`src/rtl/pd_pluse_sched.sv`:
```
// pd_pluse_sched: host-facing sequencer for the pd_pluse generator chain.
// Holds a shadow table of timing words, streams it into the generator on arm,
// then fires pluse_start repeatedly, paced by the generator's en output.
module pd_pluse_sched #(
    parameter int unsigned NUM_REGS = 16,
    parameter int unsigned DATA_W   = 16,
    parameter int unsigned REP_W    = 16,
    parameter int unsigned LOAD_GAP = 2,
    parameter int unsigned START_W  = 4,
    parameter int unsigned TMO_W    = 24
) (
    input  logic              clk_sys,
    input  logic              rst_n,
    input  logic              host_we,
    input  logic [3:0]        host_addr,
    input  logic [DATA_W-1:0] host_wdata,
    output logic [DATA_W-1:0] host_rdata,
    input  logic [4:0]        cfg_nregs,
    input  logic [REP_W-1:0]  rep_count,
    input  logic [TMO_W-1:0]  timeout_lim,
    input  logic              arm,
    input  logic              abort,
    input  logic              en_in,
    output logic              pd_pluse_load,
    output logic [3:0]        pd_pluse_choice,
    output logic [DATA_W-1:0] pd_pluse_data,
    output logic              pluse_start,
    output logic              busy,
    output logic              seq_done,
    output logic [REP_W-1:0]  rep_cur,
    output logic              timeout_err,
    output logic              wr_err
);

    localparam int unsigned CNT_W = 8;

    typedef enum logic [2:0] {
        ST_IDLE,
        ST_LOAD,
        ST_GAP,
        ST_START,
        ST_WAIT_HI,
        ST_WAIT_LO,
        ST_DONE
    } state_t;

    state_t              state_q, state_d;
    logic [4:0]          idx_q, idx_d;
    logic [CNT_W-1:0]    cnt_q, cnt_d;
    logic [TMO_W-1:0]    tmo_q, tmo_d;
    logic [REP_W-1:0]    rep_q, rep_d;
    logic [3:0]          choice_q, choice_d;
    logic [DATA_W-1:0]   data_q, data_d;
    logic                tmo_err_q, tmo_err_d;
    logic                wr_err_q, wr_err_d;
    logic                load_q, load_d;
    logic                start_q, start_d;
    logic                busy_q, busy_d;
    logic                done_q, done_d;
    logic [DATA_W-1:0]   rdata_q, rdata_d;
    logic [DATA_W-1:0]   shadow_q [NUM_REGS];
    logic [DATA_W-1:0]   shadow_d [NUM_REGS];
    logic                en_meta_q, en_s_q;

    logic [4:0]          nregs_eff;
    logic [4:0]          idx_inc;
    logic                load_more;
    logic [TMO_W-1:0]    tmo_inc;
    logic                tmo_hit;
    logic [REP_W-1:0]    rep_inc;
    logic                adv;

    // Two-flop synchroniser for the generator's en (dds clock domain)
    always_ff @(posedge clk_sys or negedge rst_n) begin
        if (!rst_n) begin
            en_meta_q <= 1'b0;
            en_s_q    <= 1'b0;
        end else begin
            en_meta_q <= en_in;
            en_s_q    <= en_meta_q;
        end
    end

    // Derived arithmetic shared by the next-state logic
    always_comb begin
        nregs_eff = (cfg_nregs > 5'(NUM_REGS)) ? 5'(NUM_REGS) : cfg_nregs;
        idx_inc   = idx_q + 5'd1;
        load_more = (idx_inc < nregs_eff);
        tmo_inc   = tmo_q + TMO_W'(1);
        tmo_hit   = (timeout_lim != '0) && (tmo_inc == timeout_lim);
        rep_inc   = rep_q + REP_W'(1);
    end

    // Next-state, counters, shadow table writes and registered outputs
    always_comb begin
        state_d   = state_q;
        idx_d     = idx_q;
        cnt_d     = cnt_q;
        tmo_d     = tmo_q;
        rep_d     = rep_q;
        choice_d  = choice_q;
        data_d    = data_q;
        tmo_err_d = tmo_err_q;
        wr_err_d  = wr_err_q;
        shadow_d  = shadow_q;
        rdata_d   = shadow_q[host_addr];
        adv       = 1'b0;

        case (state_q)
            ST_IDLE: begin
                if (arm && !abort) begin
                    rep_d     = '0;
                    tmo_err_d = 1'b0;
                    wr_err_d  = 1'b0;
                    idx_d     = '0;
                    cnt_d     = '0;
                    if (nregs_eff != '0) begin
                        state_d  = ST_LOAD;
                        choice_d = '0;
                        data_d   = shadow_q[0];
                    end else begin
                        state_d = ST_START;
                    end
                end
            end
            ST_LOAD: begin
                cnt_d = '0;
                if (LOAD_GAP == 0) adv = 1'b1;
                else               state_d = ST_GAP;
            end
            ST_GAP: begin
                if (cnt_q == CNT_W'(LOAD_GAP - 1)) adv = 1'b1;
                else                               cnt_d = cnt_q + CNT_W'(1);
            end
            ST_START: begin
                if (cnt_q == CNT_W'(START_W - 1)) begin
                    state_d = ST_WAIT_HI;
                    tmo_d   = '0;
                end else begin
                    cnt_d = cnt_q + CNT_W'(1);
                end
            end
            ST_WAIT_HI: begin
                if (en_s_q) begin
                    state_d = ST_WAIT_LO;
                    tmo_d   = '0;
                end else if (tmo_hit) begin
                    state_d   = ST_IDLE;
                    tmo_err_d = 1'b1;
                end else begin
                    tmo_d = tmo_inc;
                end
            end
            ST_WAIT_LO: begin
                if (!en_s_q) begin
                    rep_d   = rep_inc;
                    cnt_d   = '0;
                    state_d = ((rep_count != '0) && (rep_inc == rep_count)) ? ST_DONE : ST_START;
                end else if (tmo_hit) begin
                    state_d   = ST_IDLE;
                    tmo_err_d = 1'b1;
                end else begin
                    tmo_d = tmo_inc;
                end
            end
            ST_DONE: state_d = ST_IDLE;
            default: state_d = ST_IDLE;
        endcase

        // End of a load gap: either load the next index or move on to START
        if (adv) begin
            if (load_more) begin
                state_d  = ST_LOAD;
                idx_d    = idx_inc;
                choice_d = idx_inc[3:0];
                data_d   = shadow_q[idx_inc[3:0]];
            end else begin
                state_d = ST_START;
                cnt_d   = '0;
            end
        end

        // Abort overrides whatever the state logic decided, keeping rep_cur and flags
        if ((state_q != ST_IDLE) && abort) begin
            state_d   = ST_IDLE;
            rep_d     = rep_q;
            tmo_err_d = tmo_err_q;
        end

        if (host_we) begin
            if (state_q == ST_IDLE) shadow_d[host_addr] = host_wdata;
            else                    wr_err_d = 1'b1;
        end

        load_d  = (state_d == ST_LOAD);
        start_d = (state_d == ST_START);
        busy_d  = (state_d != ST_IDLE);
        done_d  = (state_d == ST_DONE);
    end

    // Sequencer state, counters and registered outputs
    always_ff @(posedge clk_sys or negedge rst_n) begin
        if (!rst_n) begin
            state_q   <= ST_IDLE;
            idx_q     <= '0;
            cnt_q     <= '0;
            tmo_q     <= '0;
            rep_q     <= '0;
            choice_q  <= '0;
            data_q    <= '0;
            tmo_err_q <= 1'b0;
            wr_err_q  <= 1'b0;
            load_q    <= 1'b0;
            start_q   <= 1'b0;
            busy_q    <= 1'b0;
            done_q    <= 1'b0;
            rdata_q   <= '0;
        end else begin
            state_q   <= state_d;
            idx_q     <= idx_d;
            cnt_q     <= cnt_d;
            tmo_q     <= tmo_d;
            rep_q     <= rep_d;
            choice_q  <= choice_d;
            data_q    <= data_d;
            tmo_err_q <= tmo_err_d;
            wr_err_q  <= wr_err_d;
            load_q    <= load_d;
            start_q   <= start_d;
            busy_q    <= busy_d;
            done_q    <= done_d;
            rdata_q   <= rdata_d;
        end
    end

    // Shadow table storage, cleared by reset
    always_ff @(posedge clk_sys or negedge rst_n) begin
        if (!rst_n) begin
            for (int unsigned i = 0; i < NUM_REGS; i++) shadow_q[i] <= '0;
        end else begin
            shadow_q <= shadow_d;
        end
    end

    assign host_rdata      = rdata_q;
    assign pd_pluse_load   = load_q;
    assign pd_pluse_choice = choice_q;
    assign pd_pluse_data   = data_q;
    assign pluse_start     = start_q;
    assign busy            = busy_q;
    assign seq_done        = done_q;
    assign rep_cur         = rep_q;
    assign timeout_err     = tmo_err_q;
    assign wr_err          = wr_err_q;

endmodule

```
`config.mk`:
```
export PLATFORM = sky130hd
export DESIGN_NAME = pd_pluse_sched
export DESIGN_NICKNAME = d
export VERILOG_FILES = /design/src/rtl/pd_pluse_sched.sv
export SDC_FILE = /design/constraint.sdc
export NUM_CORES = 1
export LEC_CHECK = 0
export CORE_MARGIN = 5
export CORE_UTILIZATION = 54
export CTS_BUF_LIST = sky130_fd_sc_hd__clkbuf_4 sky130_fd_sc_hd__clkbuf_8 sky130_fd_sc_hd__clkbuf_16
export DETAILED_ROUTE_END_ITERATION = 7
export PLACE_DENSITY = 0.77
export SLEW_MARGIN = 0
export SYNTH_ARGS = -nofsm -noshare
export SYNTH_HDL_FRONTEND = slang
export SYNTH_SLANG_ARGS = --single-unit
```
`constraint.sdc`:
```
create_clock -name clk_sys -period 2.9 [get_ports clk_sys]
set_input_delay 0.58 -clock clk_sys [delete_from_list [all_inputs] [get_ports clk_sys]]
set_output_delay 0.58 -clock clk_sys [all_outputs]
set_load 0.02 [all_outputs]
```
**Word-level counts from Yosys, hierarchy flattened**

Index checks and enable logic that the tools add are counted.

- Bits in registers: 356
- Output and inout port bits: 58
- Word-level logic and storage cells: 141

- Add/sub/neg operators: 4
- Order comparisons: 5
- Eq/ne operators: 17
- Multiplexer cells: 61
- Bitwise operators: 3
- Reductions and logical operators: 19

Operators by type and width:

| kind | count |
|---|---|
| bitwise mux 256 bit | 1 |
| two-way mux 16 bit | 12 |
| binary-select mux 16 bit (select 4 bit) | 2 |
| two-way mux 24 bit | 4 |
| one-hot mux 24 bit (3 select lines) | 1 |
| demux 16 bit (select 4 bit) | 1 |
| two-way mux 8 bit | 6 |
| one-hot mux 8 bit (5 select lines) | 1 |
| one-hot mux 16 bit (2 select lines) | 1 |
| two-way mux 5 bit | 5 |
| adder 24 x 1 -> 24 bit (second input constant) | 1 |
| == test 24 bit | 1 |
| two-way mux 3 bit | 8 |
| nonzero test 24 bit | 1 |
| two-way mux 4 bit | 5 |
| one-hot mux 3 bit (6 select lines) | 1 |
| adder 16 x 1 -> 16 bit (second input constant) | 1 |
| == test 16 bit | 1 |
| nonzero test 16 bit | 1 |
| nonzero test 3 bit | 4 |
| greater-or-equal comparator 5 bit (second input constant) | 2 |
| two-way mux 1 bit | 10 |
| != test 2 bit (second input constant) | 5 |
| inverter 4 -> 5 bit | 2 |
| 22 further kinds | 32 |

**Longest topological paths before layout**

Gate-level depths: netlist of run 1.

- Depth after elaboration: 9
- Gate-level depth with buffers: 13

**Worst setup path after synthesis of run 1**

OpenSTA, ideal clock, no wires.

- Path kind: register -> register
- Start point: register idx_q[1]
- End point: register data_q[5] (netlist: pd_pluse_data[5])
- Setup time: 83 ps
- Arrival time: 2916 ps
- Data required time: 2817 ps
- Slack: -98 ps
- Cell stages (with the launch flop): 14
- Path buffers: 2
- Clock period less this slack: 2998 ps
- Cells stage by stage: dfrtp_1 -> ha_1 -> xnor2_1 -> clkinv_1 -> clkbuf_1 -> ha_1 -> nor2b_1 -> o21ai_0 -> nand2b_1 -> a21oi_1 -> nand2_1 -> clkbuf_1 -> a311o_1 -> o21ai_0

- Word-level cells in the longest chain between the ends: 7
- Elaborated cells on any way between the ends: 8
- Classes of those cells: 1 x add/sub; 1 x order compare; 5 x mux; 1 x bitwise

Ends and longest elaborated chain:

| what | RTL line | text |
|---|---|---|
| start, declared | 48 | `logic [4:0] idx_q, idx_d;` |
| start signal, assigned | 220 | `idx_q <= idx_d;` |
| adder 5 x 1 -> 5 bit * | 87 | `idx_inc = idx_q + 5'd1;` |
| inverter 4 -> 5 bit (not written as such) | 176 | `data_d = shadow_q[idx_inc[3:0]];` |
| binary-select mux 16 bit (select 4 bit) | 176 |  |
| two-way mux 16 bit (not written as such) (2 in series) | 176 |  |
| two-way mux 16 bit * | 172 | `if (load_more) begin` |
| two-way mux 16 bit * | 171 | `if (adv) begin` |
| named net data_d[5] | 53 | `logic [DATA_W-1:0] data_q, data_d;` |
| end signal, assigned | 225 | `data_q <= data_d;` |
| end, declared | 53 |  |

Mark *: on every way through the listed nets, which the timed path passes. The rest lies on a longest branch. The select of a mux whose other input is x is not followed.
A chain may end at the register's enable or synchronous reset.

**Final worst setup path of run 1**

- Start point: register tmo_q[6]
- End point: register tmo_q[17]

- Word-level cells in the longest chain between the ends: 6
- Elaborated cells on any way between the ends: 7
- Classes of those cells: 1 x add/sub; 1 x eq/ne; 4 x mux; 1 x reduce/logical

Ends and longest elaborated chain:

| what | RTL line | text |
|---|---|---|
| start, declared | 50 | `logic [TMO_W-1:0] tmo_q, tmo_d;` |
| start signal, assigned | 222 | `tmo_q <= tmo_d;` |
| adder 24 x 1 -> 24 bit * | 89 | `tmo_inc = tmo_q + TMO_W'(1);` |
| == test 24 bit | 90 | `tmo_hit = (timeout_lim != '0) && (tmo_inc == timeout_lim);` |
| logical AND 1 bit | 90 |  |
| two-way mux 24 bit * | 147, 159 |  |
| two-way mux 24 bit (on tied branches) | 155, 144 |  |
| one-hot mux 24 bit (3 select lines) * | 109 | `case (state_q)` |

Mark *: on every way between the ends. The rest lies on a longest branch, timed or not. The select of a mux whose other input is x is not followed.

==> results.yml, run 1 <==
worst_hold_path:
  hold_class: "input port to asynchronous set/reset pin"
power:
  intPower_w: 0.0146
  p_seq_frac: 0.397
  p_switching_w: 0.00690
  p_comb_frac: 0.376
  power_leakage_nw: 10.6
  power_w: 0.0215
  powerDensity_nw_per_um2: 877
  ir_drop_uv: 827
  power.share.clock: 0.227
  swShare: 0.320
die:
  die_x_um: 201
  pin_count: 129
  start_util: 0.543
  core_um2: 36300
  die_area_um2: 40500
  die_h_um: 201
  rows: 70
yosys:
  seq_area_frac_synth: 0.451
  yosys_warnings: 0
  postSynthAreaPerCell_um2: 12.6
  synth_seq_cells: 356
  syn_area_um2: 19700
  synth.distinct_cells: 74
  netlist_instances: 1561
  syn_nets: 1641
  async_flop_share: 1.00
  synth-edff-count: 0
  synthFlopType: "dfrtp_1"
layout:
  finalCoreUtilization: 0.676
  regArea_um2: 8920
  most-common-layout-cells: "dfrtp_1, mux2_2, buf_4"
  area_delta_synth_final_pct: 24.5
  stdcell_count: 2320
  layout_commonest_cell: "dfrtp_1"
  drive_gt1_frac: 0.408
  fill_cells: 2516
  nets: 1902
  fin_area_um2: 24600
  multi_input_area_um2: 10600
timing:
  tns_ns: -0.908
  setup_ws_ns: -0.168
  finClkSkew_ns: 0.0175
  worstMarginPinSlew_ns: 0.677
  slew_headroom: 0.549
  drv_slew: 0
  fin_crit_sh: 1.06
  rsz0062_at_grt: "yes"
  setup-violations-final: 22
  min_period_ns: 3.07
  max_freq_mhz: 326
  hold_violations: 0
setup_path:
  cp.arrival_ns: 3.48
  end_kind: "flip-flop"
  crit_chain: "buf_6, and4_1, and4_1, xnor2_1, or4_4, buf_4, nor4_1, nand4_1, buf_6, buf_4, a41oi_1, o21ai_0, o41ai_1"
  cp-start-kind: "flip-flop"
  slowest_delay_ns: 0.57
  cp_max_fo: 4
  worstSetupPathType: "flip-flop to flip-flop"
  cpMaxStageDelayCell: "or4_4"
  worstPathRequired_ns: 3.31
cts:
  h-tree-depth: 2
  cts-root-buf: "clkbuf_16"
  cts_hold_buf: 0
  cts_tree: "yes"
  clock_latency_ns: 0.54
  cts.sinks: 356
  clkTransAtPathRegs_ns: 0.06
  clock_path_buffers: 3
  cts_buffers: 39
placed_design:
  gp_congestion: 0.945
  port_buffers: 128
  placed_area_um2: 22700
  hpwlAfterDp_mm: 37.3
  dp_cells: 2215
detailed_routing:
  viasPerCell: 6.55
  vias: 15200
  drc: 0
  ant_nets: 0
  detailedRoute.firstPassIterationCount: 5
  wire_per_inst_um: 24.5
  routed_wl_mm: 56.8
  drt_iter0_drc: 1192
global_routing:
  grt_start_max_net_pins: 83
  grt_pass1_vias: 15500
  antenna_found_initial: 2
  grt_pass1_wl_mm: 89.5
  track_usage: 0.276
  gr-total-overflow: 0
run_status:
  status: "finished with violations"
  failed_checks: "negative setup slack"
run:
  maxCapViolCount: 0
==> kinds of logic after synthesis <==
family,count (synthesis),share of synthesized area
simple gates,367,0.0983
compound gates,213,0.0711
flops,356,0.451
buf+inv,138,0.0274
xor+xnor,59,0.0262
fa+ha+maj,9,0.00570
mux,419,0.320
==> through the flow <==
| stage | worst slack [ns] | hold slack (ns) |
|---|---|---|
| after detailed placement | -0.633 | 0.339 |
| after CTS | -0.00710 | 0.0620 |
| final | -0.168 | 0.0354 |
| after global placement | -0.565 | 0.346 |
| after floorplan | 0.00662 | 0.284 |
| after global routing | -0.267 | 0.0958 |
==> power by group through the flow <==
| stage | Combinational, W | Sequential (W) | Clock (W) |
|---|---|---|---|
| final | 0.00810 | 0.00855 | 0.00490 |
| after global routing | 0.00872 | 0.00876 | 0.00515 |
| after CTS | 0.00809 | 0.00847 | 0.00496 |
| after detailed placement | 0.00801 | 0.00853 | 0 |
| after global placement | 0.00779 | 0.00832 | 0 |
| after floorplan | 0.00571 | 0.00821 | 0 |
==> critical path: cells and delay by family, from the launching register on <==
kind	cells	cell delay, ns
AND/OR/NAND/NOR	5	1.37
buffers and inverters	4	0.60
flip-flops	1	0.44
AO/OA/AOI/OAI	3	0.41
XOR/XNOR	1	0.12
==> layout make-up <==
class,instances,area share
clock buffers,49,0.0444
flip-flops and latches,356,0.363
repair buffers,337,0.127
well taps,468,0.0238
clock inverters,20,0.00641
diodes,2,0.000204
multi-input cells,1068,0.432
inverters,20,0.00305
==> cell usage after synthesis (13+ instances only) <==
master | count | area, um^2
nor2_1 | 44 | 165
clkbuf_1 | 97 | 364
mux2i_1 | 19 | 190
and3_1 | 34 | 213
nor3_1 | 20 | 100
o21ai_0 | 85 | 425
inv_1 | 19 | 71.3
nand3_1 | 42 | 210
nand4_1 | 13 | 81.3
xor2_1 | 16 | 140
mux2_2 | 256 | 2880
dfrtp_1 | 356 | 8910
a311o_1 | 17 | 170
o31ai_1 | 13 | 97.6
nand2_1 | 119 | 447
mux4_2 | 144 | 3240
xnor2_1 | 43 | 377
nor4_1 | 19 | 119
a21oi_1 | 27 | 135
==> flip-flops by register name, summed over array words and instances, names as in the netlist <==
signal and cells:
rep_cur 16, idx_q 5, wr_err 1, shadow_q 256
host_rdata 16, seq_done 1, tmo_q 24, timeout_err 1
state_q 3, pd_pluse_load 1, cnt_q 8, en_s_q 1
en_meta_q 1, pd_pluse_choice 4, pluse_start 1, pd_pluse_data 16
busy 1
==> routing by layer <==
| metal | wire [um] | GRT usage | part of all wire |
|---|---|---|---|
| met2 | 28100 | 0.452 | 0.49 |
| met5 | 0 | 0 | 0 |
| met1 | 22500 | 0.371 | 0.40 |
| met3 | 3890 | 0.0490 | 0.068 |
| met4 | 2380 | 0.111 | 0.042 |
==> path summary, 6_finish.rpt <==
check	startpoint	endpoint	slack, ns	cells past startpoint
min in group clk_sys	en_meta_q$_DFF_PN0_	en_s_q$_DFF_PN0_	0.36	0
worst min register to register	en_meta_q$_DFF_PN0_	en_s_q$_DFF_PN0_	0.36	0
worst max register to register	tmo_q[6]$_DFFE_PN0P_	tmo_q[17]$_DFFE_PN0P_	-0.17	13
max in group asynchronous	rst_n	tmo_q[5]$_DFFE_PN0P_	1.95	2
worst min-delay path	rst_n	shadow_q[99]$_DFFE_PN0P_	0.04	1
worst max-delay path	tmo_q[6]$_DFFE_PN0P_	tmo_q[17]$_DFFE_PN0P_	-0.17	13
==> repair_timing <==
item	4_1_cts	5_1_grt
setup endpoints to repair	30	43
buffers inserted	4	28
gates resized for setup	18	76
pin swaps	8	30
cloned	2	0
No activity file was read; power rests on OpenSTA's default activity.
==> run 2: changes to the inputs <==
- CORE_ASPECT_RATIO: unset -> 0.6
==> run 2 against run 1 <==
Effect of this change:
- the run still ends with negative setup slack left
- highest routed layer unchanged
- cell count shrank 0.47%
- total power up 1.6%
- register-to-register slack better by 0.11 ns
==> results.yml, run 2 (synthesized netlist as in run 1, its figures left out) <==
die:
  start_util: 0.545
  core_um2: 36200
  rows: 54
  die_x_um: 257
  pin_count: 129
  die_h_um: 158
  die_area_um2: 40600
cts:
  cts_tree: "yes"
  clock_latency_ns: 0.53
  cts_buffers: 37
  h-tree-depth: 2
  clkTransAtPathRegs_ns: 0.07
  clock_path_buffers: 3
  cts-root-buf: "clkbuf_16"
  cts.sinks: 356
setup_path:
  cpMaxStageDelayCell: "or4_4"
  worstSetupPathType: "flip-flop to flip-flop"
  cp-start-kind: "flip-flop"
  end_kind: "flip-flop"
  cp.arrival_ns: 3.35
  worstReg2RegStart: "tmo_q[6]$_DFFE_PN0P_"
  reg2regPathDepth: 10
  r2r_end: "busy$_DFF_PN0_"
  worstPathRequired_ns: 3.29
  cp_max_fo: 6
  r2r_slack_ns: -0.06
  critPathLaunch: "tmo_q[6]$_DFFE_PN0P_"
  crit_chain: "buf_6, and4_4, and4_1, xnor2_1, or4_4, nor4_4, nand4_4, a41o_1, a21oi_2, nand3_1"
  slowest_delay_ns: 0.59
  cp-endpoint: "busy$_DFF_PN0_"
run_status:
  status: "finished with violations"
  failed_checks: "negative setup slack"
timing:
  hold_violations: 0
  finClkSkew_ns: 0.0252
  min_period_ns: 2.96
  setup_ws_ns: -0.0559
  slew_headroom: 0.515
  worstMarginPinSlew_ns: 0.728
  drv_slew: 0
  fin_crit_sh: 1.02
  setup-violations-final: 5
  rsz0062_at_grt: "yes"
  max_freq_mhz: 338
global_routing:
  antenna_found_initial: 0
  grt_pass1_wl_mm: 93.9
  grt_pass1_vias: 15500
  grt_start_max_net_pins: 67
  gr-total-overflow: 0
  track_usage: 0.296
detailed_routing:
  drc: 0
  ant_nets: 0
  wire_per_inst_um: 26.2
  detailedRoute.firstPassIterationCount: 5
  routed_wl_mm: 60.6
  viasPerCell: 6.65
  vias: 15300
  drt_iter0_drc: 1738
layout:
  layout_commonest_cell: "dfrtp_1"
  largest_reg_flops: 256
  top_register: "shadow_q"
  reg_top3: "shadow_q x256, tmo_q x24"
  area_delta_synth_final_pct: 23.7
  drive_gt1_frac: 0.396
  fin_area_um2: 24400
  nets: 1883
  most-common-layout-cells: "dfrtp_1, mux2_2, buf_4"
placed_design:
  gp_congestion: 0.931
  hpwlAfterDp_mm: 41.2
  port_buffers: 128
  placed_area_um2: 22800
  post-place-ws_ns: -0.516
run:
  maxCapViolCount: 0
power:
  powerDensity_nw_per_um2: 897
  power_leakage_nw: 10.5
  ir_drop_uv: 806
  power_w: 0.0219
worst_hold_path:
  hold_class: "flip-flop to flip-flop"
## run 2: per-stage QoR
stage / cells / TNS (ns) / hold slack, ns / utilization
2_1_floorplan: 1561 / 0 / 0.284 / -
3_3_place_gp: 2230 / -12.31 / 0.337 / 0.629
3_5_place_dp: 2230 / -16.75 / 0.339 / 0.629
4_1_cts: 2301 / -0.0680 / 0.377 / 0.666
5_1_grt: 2308 / -2.11 / 0.381 / 0.674
6_report: 2309 / -0.132 / 0.368 / 0.674
## run 2: area by class of cell
type / instances / area, um^2
clock buffer: 48 / 1080
timing repair buffer: 321 / 2980
fill: 2510 / 11800
multi-input combinational: 1067 / 10600
sequential: 356 / 8920
inverter: 20 / 75.1
tap: 476 / 596
antenna: 1 / 2.50
clock inverter: 20 / 198
## run 2: routing by layer
layer | part of all wire | global-route usage | vias up | routed length [um]
li1 | - | - | 6431 | -
met1 | 0.43 | 0.443 | 8013 | 26300
met2 | 0.45 | 0.443 | 809 | 27300
met3 | 0.099 | 0.0802 | 92 | 6010
met4 | 0.016 | 0.0595 | 0 | 971
met5 | 0 | 0 | - | 0
## run 2: worst min path at each step
stage	cells past startpoint	start	slack [ns]	end
floorplan	0	rst_n	0.28	busy$_DFF_PN0_
global placement	0	en_meta_q$_DFF_PN0_	0.34	en_s_q$_DFF_PN0_
detailed placement	0	en_meta_q$_DFF_PN0_	0.34	en_s_q$_DFF_PN0_
CTS	0	en_meta_q$_DFF_PN0_	0.38	en_s_q$_DFF_PN0_
global route	0	en_meta_q$_DFF_PN0_	0.38	en_s_q$_DFF_PN0_
finish	0	en_meta_q$_DFF_PN0_	0.37	en_s_q$_DFF_PN0_
## run 2: critical path, delay by kind of cell, from the launching register on
family / cells / cell delay, ns
buf+inv: 1 / 0.13
xor+xnor: 1 / 0.09
flops: 1 / 0.43
compound gates: 2 / 0.50
simple gates: 6 / 1.69
## run 2: where the power goes
part	internal, W	total [W]	switching (W)
clock network	0.00293	0.00500	0.00207
logic	0.00480	0.00829	0.00349
registers	0.00698	0.00861	0.00163
total	0.0147	0.0219	0.00719
## run 2: timing repair
item / in CTS / in global routing
gates resized for setup: 8 / 55
endpoints found under the hold margin: 5 / 0
endpoints found under the setup margin: 29 / 38
hold buffers: 1 / 0
pin swaps: 8 / 22
buffers inserted: 2 / 6
gates cloned: 0 / 1
